File: src/rtl/sram_req_bridge.sv
// Single-outstanding valid/ready request bridge to a two-slave SRAM crossbar.
// Decodes slave windows, drives registered SRAM port signals, returns one response per request.
module sram_req_bridge #(
  parameter int unsigned        LEN_ADDR = 32,
  parameter int unsigned        LEN_DATA = 32,
  parameter logic [LEN_ADDR-1:0] S0_BASE = 32'h8000_0000,
  parameter logic [LEN_ADDR-1:0] S0_MASK = 32'hFFF0_0000,
  parameter logic [LEN_ADDR-1:0] S1_BASE = 32'h0000_0000,
  parameter logic [LEN_ADDR-1:0] S1_MASK = 32'hFFFF_0000
) (
  input  logic                  clk,
  input  logic                  rst_n,
  input  logic                  req_valid,
  output logic                  req_ready,
  input  logic [LEN_ADDR-1:0]   req_addr,
  input  logic [LEN_DATA-1:0]   req_wdata,
  input  logic [LEN_DATA/8-1:0] req_wstrb,
  output logic                  resp_valid,
  input  logic                  resp_ready,
  output logic [LEN_DATA-1:0]   resp_rdata,
  output logic                  resp_err,
  output logic                  sram_sel,
  output logic [LEN_ADDR-1:0]   sram_addr,
  output logic [LEN_DATA-1:0]   sram_wdata,
  output logic                  sram_ena,
  output logic [LEN_DATA/8-1:0] sram_wea,
  input  logic [LEN_DATA-1:0]   sram_rdata
);
  localparam int unsigned LEN_STRB = LEN_DATA / 8;

  typedef enum logic [1:0] {IDLE, ISSUE, WAIT, RESP} state_t;

  state_t              r_state, w_state_next;
  logic                w_hit0, w_hit1, w_accept;
  logic                r_err, r_read, w_err_next, w_read_next;
  logic                r_sram_ena, w_sram_ena_next;
  logic [LEN_STRB-1:0] r_sram_wea, w_sram_wea_next;
  logic                r_sram_sel, w_sram_sel_next;
  logic [LEN_ADDR-1:0] r_sram_addr, w_sram_addr_next;
  logic [LEN_DATA-1:0] r_sram_wdata, w_sram_wdata_next;
  logic [LEN_DATA-1:0] r_resp_rdata, w_resp_rdata_next;
  logic                r_resp_err, w_resp_err_next;

  assign w_hit0    = (req_addr & S0_MASK) == S0_BASE;
  assign w_hit1    = (req_addr & S1_MASK) == S1_BASE;
  assign req_ready = (r_state == IDLE) || ((r_state == RESP) && resp_ready);
  assign w_accept  = req_valid && req_ready;

  always_ff @(posedge clk or negedge rst_n) begin
    if (!rst_n) r_state <= IDLE;
    else        r_state <= w_state_next;
  end

  always_comb begin
    w_state_next = r_state;
    case (r_state)
      IDLE:  if (w_accept) w_state_next = ISSUE;
      ISSUE: w_state_next = WAIT;
      WAIT:  w_state_next = RESP;
      RESP:  if (resp_ready) w_state_next = w_accept ? ISSUE : IDLE;
      default: w_state_next = IDLE;
    endcase
  end

  // SRAM strobes are one-cycle pulses; address/data/select hold until the next accept.
  always_comb begin
    w_err_next        = r_err;
    w_read_next       = r_read;
    w_sram_ena_next   = 1'b0;
    w_sram_wea_next   = '0;
    w_sram_sel_next   = r_sram_sel;
    w_sram_addr_next  = r_sram_addr;
    w_sram_wdata_next = r_sram_wdata;
    w_resp_rdata_next = r_resp_rdata;
    w_resp_err_next   = r_resp_err;
    if (w_accept) begin
      w_err_next        = !(w_hit0 || w_hit1);
      w_read_next       = (req_wstrb == '0);
      w_sram_ena_next   = w_hit0 || w_hit1;
      w_sram_wea_next   = (w_hit0 || w_hit1) ? req_wstrb : '0;
      w_sram_sel_next   = !w_hit0;
      w_sram_addr_next  = req_addr;
      w_sram_wdata_next = req_wdata;
    end
    if (r_state == WAIT) begin
      w_resp_rdata_next = (r_read && !r_err) ? sram_rdata : '0;
      w_resp_err_next   = r_err;
    end
  end

  always_ff @(posedge clk or negedge rst_n) begin
    if (!rst_n) begin
      r_err        <= 1'b0;
      r_read       <= 1'b0;
      r_sram_ena   <= 1'b0;
      r_sram_wea   <= '0;
      r_sram_sel   <= 1'b0;
      r_sram_addr  <= '0;
      r_sram_wdata <= '0;
      r_resp_rdata <= '0;
      r_resp_err   <= 1'b0;
    end else begin
      r_err        <= w_err_next;
      r_read       <= w_read_next;
      r_sram_ena   <= w_sram_ena_next;
      r_sram_wea   <= w_sram_wea_next;
      r_sram_sel   <= w_sram_sel_next;
      r_sram_addr  <= w_sram_addr_next;
      r_sram_wdata <= w_sram_wdata_next;
      r_resp_rdata <= w_resp_rdata_next;
      r_resp_err   <= w_resp_err_next;
    end
  end

  assign resp_valid = (r_state == RESP);
  assign resp_rdata = r_resp_rdata;
  assign resp_err   = r_resp_err;
  assign sram_ena   = r_sram_ena;
  assign sram_wea   = r_sram_wea;
  assign sram_sel   = r_sram_sel;
  assign sram_addr  = r_sram_addr;
  assign sram_wdata = r_sram_wdata;
endmodule

File: config.mk
export PLATFORM = sky130hd
export DESIGN_NAME = sram_req_bridge
export DESIGN_NICKNAME = d
export VERILOG_FILES = /design/src/rtl/sram_req_bridge.sv
export SDC_FILE = /design/constraint.sdc
export NUM_CORES = 1
export LEC_CHECK = 0
export ABC_AREA = 1
export CAP_MARGIN = 20
export CORE_UTILIZATION = 35
export DETAILED_ROUTE_END_ITERATION = 7
export PLACE_DENSITY = 0.71
export SLEW_MARGIN = 10
export SYNTH_ARGS = -nofsm -noshare
export SYNTH_HDL_FRONTEND = slang
export SYNTH_SLANG_ARGS = --single-unit
File: constraint.sdc
create_clock -name clk -period 3.06 [get_ports clk]
set_clock_uncertainty 0.2 [all_clocks]
set_input_delay 0.918 -clock clk [delete_from_list [all_inputs] [get_ports clk]]
set_output_delay 0.918 -clock clk [all_outputs]
set_load 0.005 [all_outputs]
* Yosys cells after proc, flatten, opt, wreduce, memory -nomap -nowiden
Cells that the tools add are included.
Storage, ports and cells: flip-flop bits (word level) 107, input bits 104, output and inout port bits 105, word-level logic and storage cells 36
Cells by class: eq/ne operators 6, mux-type cells 8, reductions and logical operators 12
Operators by type and width (number):
- $logic_not A32 Y1 | 1
- $mux W32 | 1
- $eq A12 B12 Y1 const B | 1
- $mux W4 | 2
- $pmux W2 S4 | 1
- $eq A2 B2 Y1 const B | 2
- $logic_not A4 Y1 | 1
- $mux W2 | 2
- $logic_and A1 B1 Y1 | 3
- $logic_not A1 Y1 | 3
- $eq A2 B1 Y1 const B | 1
- $logic_not A2 Y1 | 1
- $logic_or A1 B1 Y1 | 2
- $mux W1 | 2
- $ne A2 B1 Y1 const B | 1
- $ne A2 B2 Y1 const B | 1
- $reduce_and A2 Y1 | 1

* Longest topological paths before layout
Gate-level depths: netlist of the first run.
depth after elaboration 7, depth in mapped cells 9, mapped depth without buffers 9

* Least setup slack after synthesis of the first run
Ideal clock, no wire load.
path kind input-to-output, start input resp_ready, end output req_ready, arrival time 1.044 ns, data required time 1.942 ns, path slack 0.898 ns, stages 2, buffers on the path 0, path through nand2_1 nand2_2
Between the ends: longest elaborated chain between the ends 2
Ends and longest elaborated chain:
- start: declaration | line 19 | input logic resp_ready,
- $logic_and A1 B1 Y1 | line 46 | assign req_ready = (r_state == IDLE) || ((r_state == RESP) && resp_ready);
- $logic_or A1 B1 Y1 | line 46
- end: declaration | line 14 | output logic req_ready,
No other way between the ends.

* Final worst setup path of the first run
Ends and elaborated chain as after synthesis.

==> metrics.yaml, run 1 <==
logic_synthesis:
  synth-seq-area-share_pct: 62.4
  ys_warn_count: 0
  synth_fp_nets: 588
  yosys_register_bits: 107
  avgSynthCellArea_sq_um: 8.94
  synth_cell_type_count: 21
  netlist_area_sq_mm: 0.00429
  synth_cells: 480
routing:
  drc: 0
  route.top_layer_used: "met4"
  via_per_inst: 4.60
  dr.first_iter.drc_count: 207
  wl_um: 11400
  ant_nets: 0
  met2_length_um: 5400
  vias: 3859
  wl_met3_um: 908
  drt_pass1_iterations: 7
  routedLengthMet1_um: 4950
  avgRoutedWirePerCell_um: 13.6
clock_tree:
  path_clk_slew_ps: 70
  cts_tree: "yes"
  cts_buffers: 9
  cts_max_path_buffers: 2
  clockRootBuffer: "clkbuf_16"
  cts_sinks: 107
  clk_latency_ps: 330
  post_cts_buffers: 0
  cts-htree-levels: 3
setup_path:
  startpoint_type: "input pin"
  worst-path-buf-inv: 2
  rr_startpoint: "r_state[1]"
  cp_max_fo: 2
  path_class: "input pin to primary output"
  critPathCaptureType: "primary output"
  path_cells: "clkdlybuf4s50_1 > nand2_1 > nand2_2 > dlygate4sd2_1"
  cp_data_arrival_time_ps: 1750
  rrSetupSlack_ps: 1160
  crit_slowest_cell: "clkdlybuf4s50_1"
  rr_worst_depth: 9
  r2r-end: "sram_addr[19]"
  crit_start: "resp_ready"
  cp-endpoint: "req_ready"
  cpPeakStageDelay_ps: 480
  cp.depth: 4
  cp_top_family: "buffers and inverters"
  crit_required_ps: 1940
cells_and_area:
  n_antenna_cell: 0
  synthToLayoutAreaGrowth_pct: 58.8
  stdcell_count: 839
  fill_cells: 1056
  stdcell_area_sq_mm: 0.00682
  layout-drive-gt1-share_pct: 5.35
  nets: 795
  utilization_pct: 57.0
timing:
  min_period_ps: 2870
  min_period_over_period_pct: 93.7
  maxSlewHeadroom_pct: 35.7
  rsz0062_at_grt: "false"
  tightest_slew_ps: 964
  finalMaxSlewViolations: 0
  fmax_mhz: 349
  finalSetupViolations: 0
  finalHoldViolCount: 0
die:
  die_w_um: 113
  fp.dieH_um: 113
  initial_utilization_pct: 35.9
  core_area_sq_mm: 0.0120
  die_area_sq_mm: 0.0127
  io_pins: 209
  rows: 40
placement:
  hpwl_um: 8330
  io_buffers: 208
  place_area_sq_mm: 0.00651
  place_inst: 823
  gp_congestion: 0.712
pwr:
  p_leak_nw: 3.37
  power_mw: 5.34
  p_per_area_mw_per_mm2: 783
  ir_worst_vdd_mv: 0.390
global_routing:
  antenna_found_initial: 0
  grt_pass1_wl_um: 18900
  grt.overflow.total: 0
  grt_usage_pct: 18.7
  grt_max_degree: 46
  grt_pass1_vias: 3827
run:
  drv_cap: 0
status:
  outcome: "finished clean"
worst_hold_path:
  hold_class: "register to register"
==> cell usage after synthesis (all sizes together) <==
library cell  count  area, sq um
o21ai             6         30.0
nor3              5         45.0
dfrtp           107         2680
clkbuf            3         11.3
o22ai             1         6.26
nand4             1         6.26
nand3            32          160
nand2           271         1030
o21bai            1         7.51
buf              20          141
inv              16         65.1
ha                4         50.1
nor2             13         56.3
==> sequential cells by signal, indices dropped and copies added (netlist names) <==
name	count
sram_ena	1
sram_addr	32
r_state	2
r_err	1
r_read	1
sram_sel	1
sram_wea	4
sram_wdata	32
resp_err	1
resp_rdata	32
==> report_power, final <==
part | internal (mW) | switching [mW] | leakage, nW
clock | 0.660 | 0.502 | 0.142
combinational | 1.13 | 0.956 | 1.84
sequential | 1.85 | 0.244 | 1.38
==> routing by layer <==
metal  vias to the layer above  global-route usage (%)
li1                       1881                       -
met1                      1817                    24.5
met2                       149                    30.5
met3                        12                    4.82
met4                         0                    5.96
met5                         -                       0
==> worst min path at each step <==
stage	from	endpoint	slack, ps	cells after the start
after floorplan	r_read	r_read	260	2
after global placement	resp_err	resp_err	260	2
after detailed placement	resp_err	resp_err	260	2
after CTS	resp_err	resp_err	280	2
after global routing	sram_wdata[19]	sram_wdata[19]	300	2
final	resp_err	resp_err	280	2
==> placed cells by master (no fill, tap or decap), types with 2 or more instances in the layout <==
master / n
clkbuf_16: 9
clkinv_4: 2
o21ai_1: 4
buf_4: 10
nand2_1: 268
nand2_4: 2
clkinvlp_4: 2
nor3_2: 4
buf_12: 2
o21ai_0: 2
ha_1: 4
dfrtp_1: 107
inv_1: 15
clkdlybuf4s50_1: 206
nand3_1: 32
nor2_1: 11
==> kinds of logic after synthesis <==
group           Yosys count  share of synthesized area [%]
compound gates            8                           1.02
fa+ha+maj                 4                           1.17
buf+inv                  39                           5.07
flops                   107                           62.4
simple gates            322                           30.3
==> through the flow <==
stage | TNS, ps | hold WS, ps | setup slack [ps]
after floorplan | 0 | 259 | 898
final | 0 | 279 | 192
after detailed placement | -72.7 | 264 | -72.7
after CTS | 0 | 281 | 193
after global routing | 0 | 299 | 134
after global placement | -80.4 | 260 | -80.4
==> final cells by class <==
cell class | count | area [sq um] | area share (%)
Sequential cell | 107 | 2680 | 39.3
Clock inverter | 5 | 62.6 | 0.918
Clock buffer | 11 | 243 | 3.56
Tap cell | 147 | 184 | 2.70
Inverter | 16 | 65.1 | 0.954
Timing Repair Buffer | 219 | 2190 | 32.1
Multi-Input combinational cell | 334 | 1400 | 20.5
==> worst register-to-register path: cells and delay by family (launching register included) <==
kind          cells  cell delay, ps
buf+inv           4             710
flops             1             390
simple gates      4             360
fa+ha+maj         1             190
==> repair_timing <==
action	4_1_cts	5_1_grt
gates resized for setup	1	0
endpoints found under the setup margin	1	0
hold buffers	0	0
(Power assumes the default switching activity.)
==> run 2: changes to the inputs <==
--- a/config.mk
+++ b/config.mk
@@ -9,7 +9,7 @@
 export CAP_MARGIN = 20
 export CORE_UTILIZATION = 35
 export DETAILED_ROUTE_END_ITERATION = 7
-export PLACE_DENSITY = 0.71
+export PLACE_DENSITY = 0.74
 export SLEW_MARGIN = 10
 export SYNTH_ARGS = -nofsm -noshare
 export SYNTH_HDL_FRONTEND = slang
==> constraint.sdc (replaced) <==
create_clock -name clk -period 2.4 [get_ports clk]
set_clock_uncertainty 0.2 [all_clocks]
set_input_delay 0.72 -clock clk [delete_from_list [all_inputs] [get_ports clk]]
set_output_delay 0.72 -clock clk [all_outputs]
set_load 0.005 [all_outputs]
==> run 2 against run 1 <==
  * Cell count rose by 0.36%
  * First-iteration DRC count down 27%
  * Sequential share of layout area shrank 0.29 points
  * Core utilization up 0.43 points
  * Global-route usage is 0.39 points lower
  * Clock power rose by 28%
  * Critical endpoint unchanged
  * Worst hold slack got worse by 170 ps
  * Critical path type is now register to primary output
  * Register-to-register slack worse by 680 ps
==> metrics.yaml, run 2 (synthesis gave the netlist of run 1 again) <==
global_routing:
  met1_usage_pct: 22.8  # -1.7 points
  grt_pass1_vias: 3768  # -1.5%
  grt_pass1_wl_um: 18300  # -2.9%
  grt_usage_pct: 18.3  # -0.39 points
  grt_use_met2_pct: 30.0  # -0.58 points
  antenna_found_initial: 0  # unchanged
  grt.overflow.total: 0  # unchanged
  grt.met3_usage_pct: 5.41  # +0.59 points
  grt_max_degree: 47  # +2.2%
  top_usage_layer: "met2"
routing:
  via_per_inst: 4.52  # -1.8%
  avgRoutedWirePerCell_um: 13.2  # -2.7%
  dr.first_iter.drc_count: 152  # -27%
  drt_pass1_iterations: 4  # -3
  vias: 3805  # -1.4%
  drc: 0  # unchanged
  ant_nets: 0  # unchanged
  wl_um: 11100  # -2.3%
die:
  core_area_sq_mm: 0.0120  # unchanged
  rows: 40  # unchanged
  fp.dieH_um: 113  # unchanged
  io_pins: 209  # unchanged
  die_area_sq_mm: 0.0127  # unchanged
  die_w_um: 113  # unchanged
  initial_utilization_pct: 35.9  # unchanged
timing:
  finalHoldViolCount: 0  # unchanged
  maxSlewHeadroom_pct: 34.7  # -0.96 points
  rsz0062_at_grt: "false"
  fmax_mhz: 432
  tightest_slew_ps: 978  # +14.3 ps
  finalSetupTns_ps: 0  # unchanged
  finalMaxSlewViolations: 0  # unchanged
  min_period_over_period_pct: 96.5
  min_period_ps: 2320
  holdWs_ps: 109  # -171 ps
  finalSetupViolations: 0  # unchanged
cells_and_area:
  layout-drive-gt1-share_pct: 6.04  # +0.70 points
  n_antenna_cell: 0  # unchanged
  synthToLayoutAreaGrowth_pct: 60.0
  nets: 798  # +0.38%
  final_common_cell: "nand2_1"
  stdcell_count: 842  # +0.36%
  layout_common_cells: "nand2_1, clkdlybuf4s50_1, dfrtp_1"
setup_path:
  cp_max_fo: 3  # +1
  cp_data_arrival_time_ps: 1400  # -350 ps
  path_class: "register to primary output"
  rrSetupSlack_ps: 480  # -680 ps
  crit_required_ps: 1480  # -460 ps
  crit_slowest_cell: "dfrtp_1"
  startpoint_type: "register"
  rr_startpoint: "r_state[0]"
  r2r-end: "resp_rdata[2]"
  path_cells: "ha_2 > buf_4 > nand2_1 > nand2_2 > clkdlybuf4s15_1"
  rr_worst_depth: 5  # -4
  critPathCaptureType: "primary output"
  cpPeakStageDelay_ps: 400  # -80 ps
pwr:
  comb_power_share_pct: 39.9  # +0.9 points
  p_per_area_mw_per_mm2: 1000  # +28%
  ir_worst_vdd_mv: 0.551  # +42%
  power.internal_mw: 4.69  # +29%
  swShare_pct: 31.7  # -0.17 points
  p_leak_nw: 3.41  # +1.3%
  pwr-share-clk_pct: 21.5  # -0.3 points
  p_sw_mw: 2.18  # +28%
  seqPwrFrac_pct: 38.7  # -0.5 points
placement:
  gp_congestion: 0.739  # +3.8%
  io_buffers: 208  # unchanged
  hpwl_um: 8180  # -1.9%
  place_inst: 824  # +0.12%
clock_tree:
  cts-htree-levels: 3  # unchanged
  path_clk_slew_ps: 70  # about the same
  clk_latency_ps: 340  # about the same
  clockRootBuffer: "clkbuf_16"
  cts_buffers: 9  # unchanged
  cts_sinks: 107  # unchanged
  cts_tree: "yes"
  postCtsHoldBufs: 0  # unchanged
  cts_max_path_buffers: 2  # unchanged
status:
  outcome: "finished clean"
worst_hold_path:
  hold_class: "input pin to async pin"
run:
  drv_cap: 0  # unchanged
## run 2: stage by stage
| step | cell area, sq um | utilization, % | worst slack, ps | total power [mW] |
|---|---|---|---|---|
| global placement | 6550 | 54.7 | -337 | 5.35 |
| floorplan | 4290 | - | 634 | 3.81 |
| CTS | 6870 | 57.4 | 34.1 | 6.98 |
| global route | 6870 | 57.4 | 4.95 | 7.36 |
| detailed placement | 6550 | 54.7 | -346 | 5.44 |
| finish | 6870 | 57.4 | 83.9 | 6.87 |
## run 2: timing repair
action / CTS / global route
buffers inserted: 2 / 0
gates resized for setup: 4 / 1
pin swaps: 1 / 1
setup endpoints to repair: 2 / 2
## run 2: power by group through the flow
stage / logic [mW] / registers, mW / clock network (mW)
3_3_place_gp: 2.69 / 2.66 / 0
3_5_place_dp: 2.76 / 2.68 / 0
5_1_grt: 3.03 / 2.73 / 1.60
2_1_floorplan: 1.10 / 2.71 / 0
6_report: 2.74 / 2.66 / 1.48
4_1_cts: 2.79 / 2.66 / 1.53
## run 2: final cells by class
| class | count | area, sq um |
|---|---|---|
| tap | 147 | 184 |
| clock inverter | 6 | 65.1 |
| multi-input combinational | 334 | 1400 |
| inverter | 16 | 65.1 |
| fill | 1065 | 5090 |
| clock buffer | 10 | 239 |
| sequential | 107 | 2680 |
| timing repair buffer | 222 | 2240 |
## run 2: how the worst max path moves through the flow
stage / to / slack (ps) / from
floorplan: req_ready / 630 / resp_ready
global placement: req_ready / -340 / resp_ready
detailed placement: req_ready / -350 / resp_ready
CTS: resp_valid / 30 / r_state[1]
global route: req_ready / 5 / r_state[0]
finish: req_ready / 80 / r_state[0]
## run 2: critical path: cells and delay by family, from the launching register on
| family | cells | cell delay [ps] |
|---|---|---|
| adder cells (fa/ha/maj) | 1 | 200 |
| buffers and inverters | 2 | 330 |
| flip-flops | 1 | 400 |
| AND/OR/NAND/NOR | 2 | 120 |
## run 2: layer usage
layer | share of wire (%) | up-vias | wire length, um
met5 | 0 | - | 0
met4 | 2.0 | 0 | 222
met3 | 8.1 | 18 | 899
met2 | 47 | 139 | 5230
met1 | 43 | 1757 | 4800
li1 | - | 1891 | -
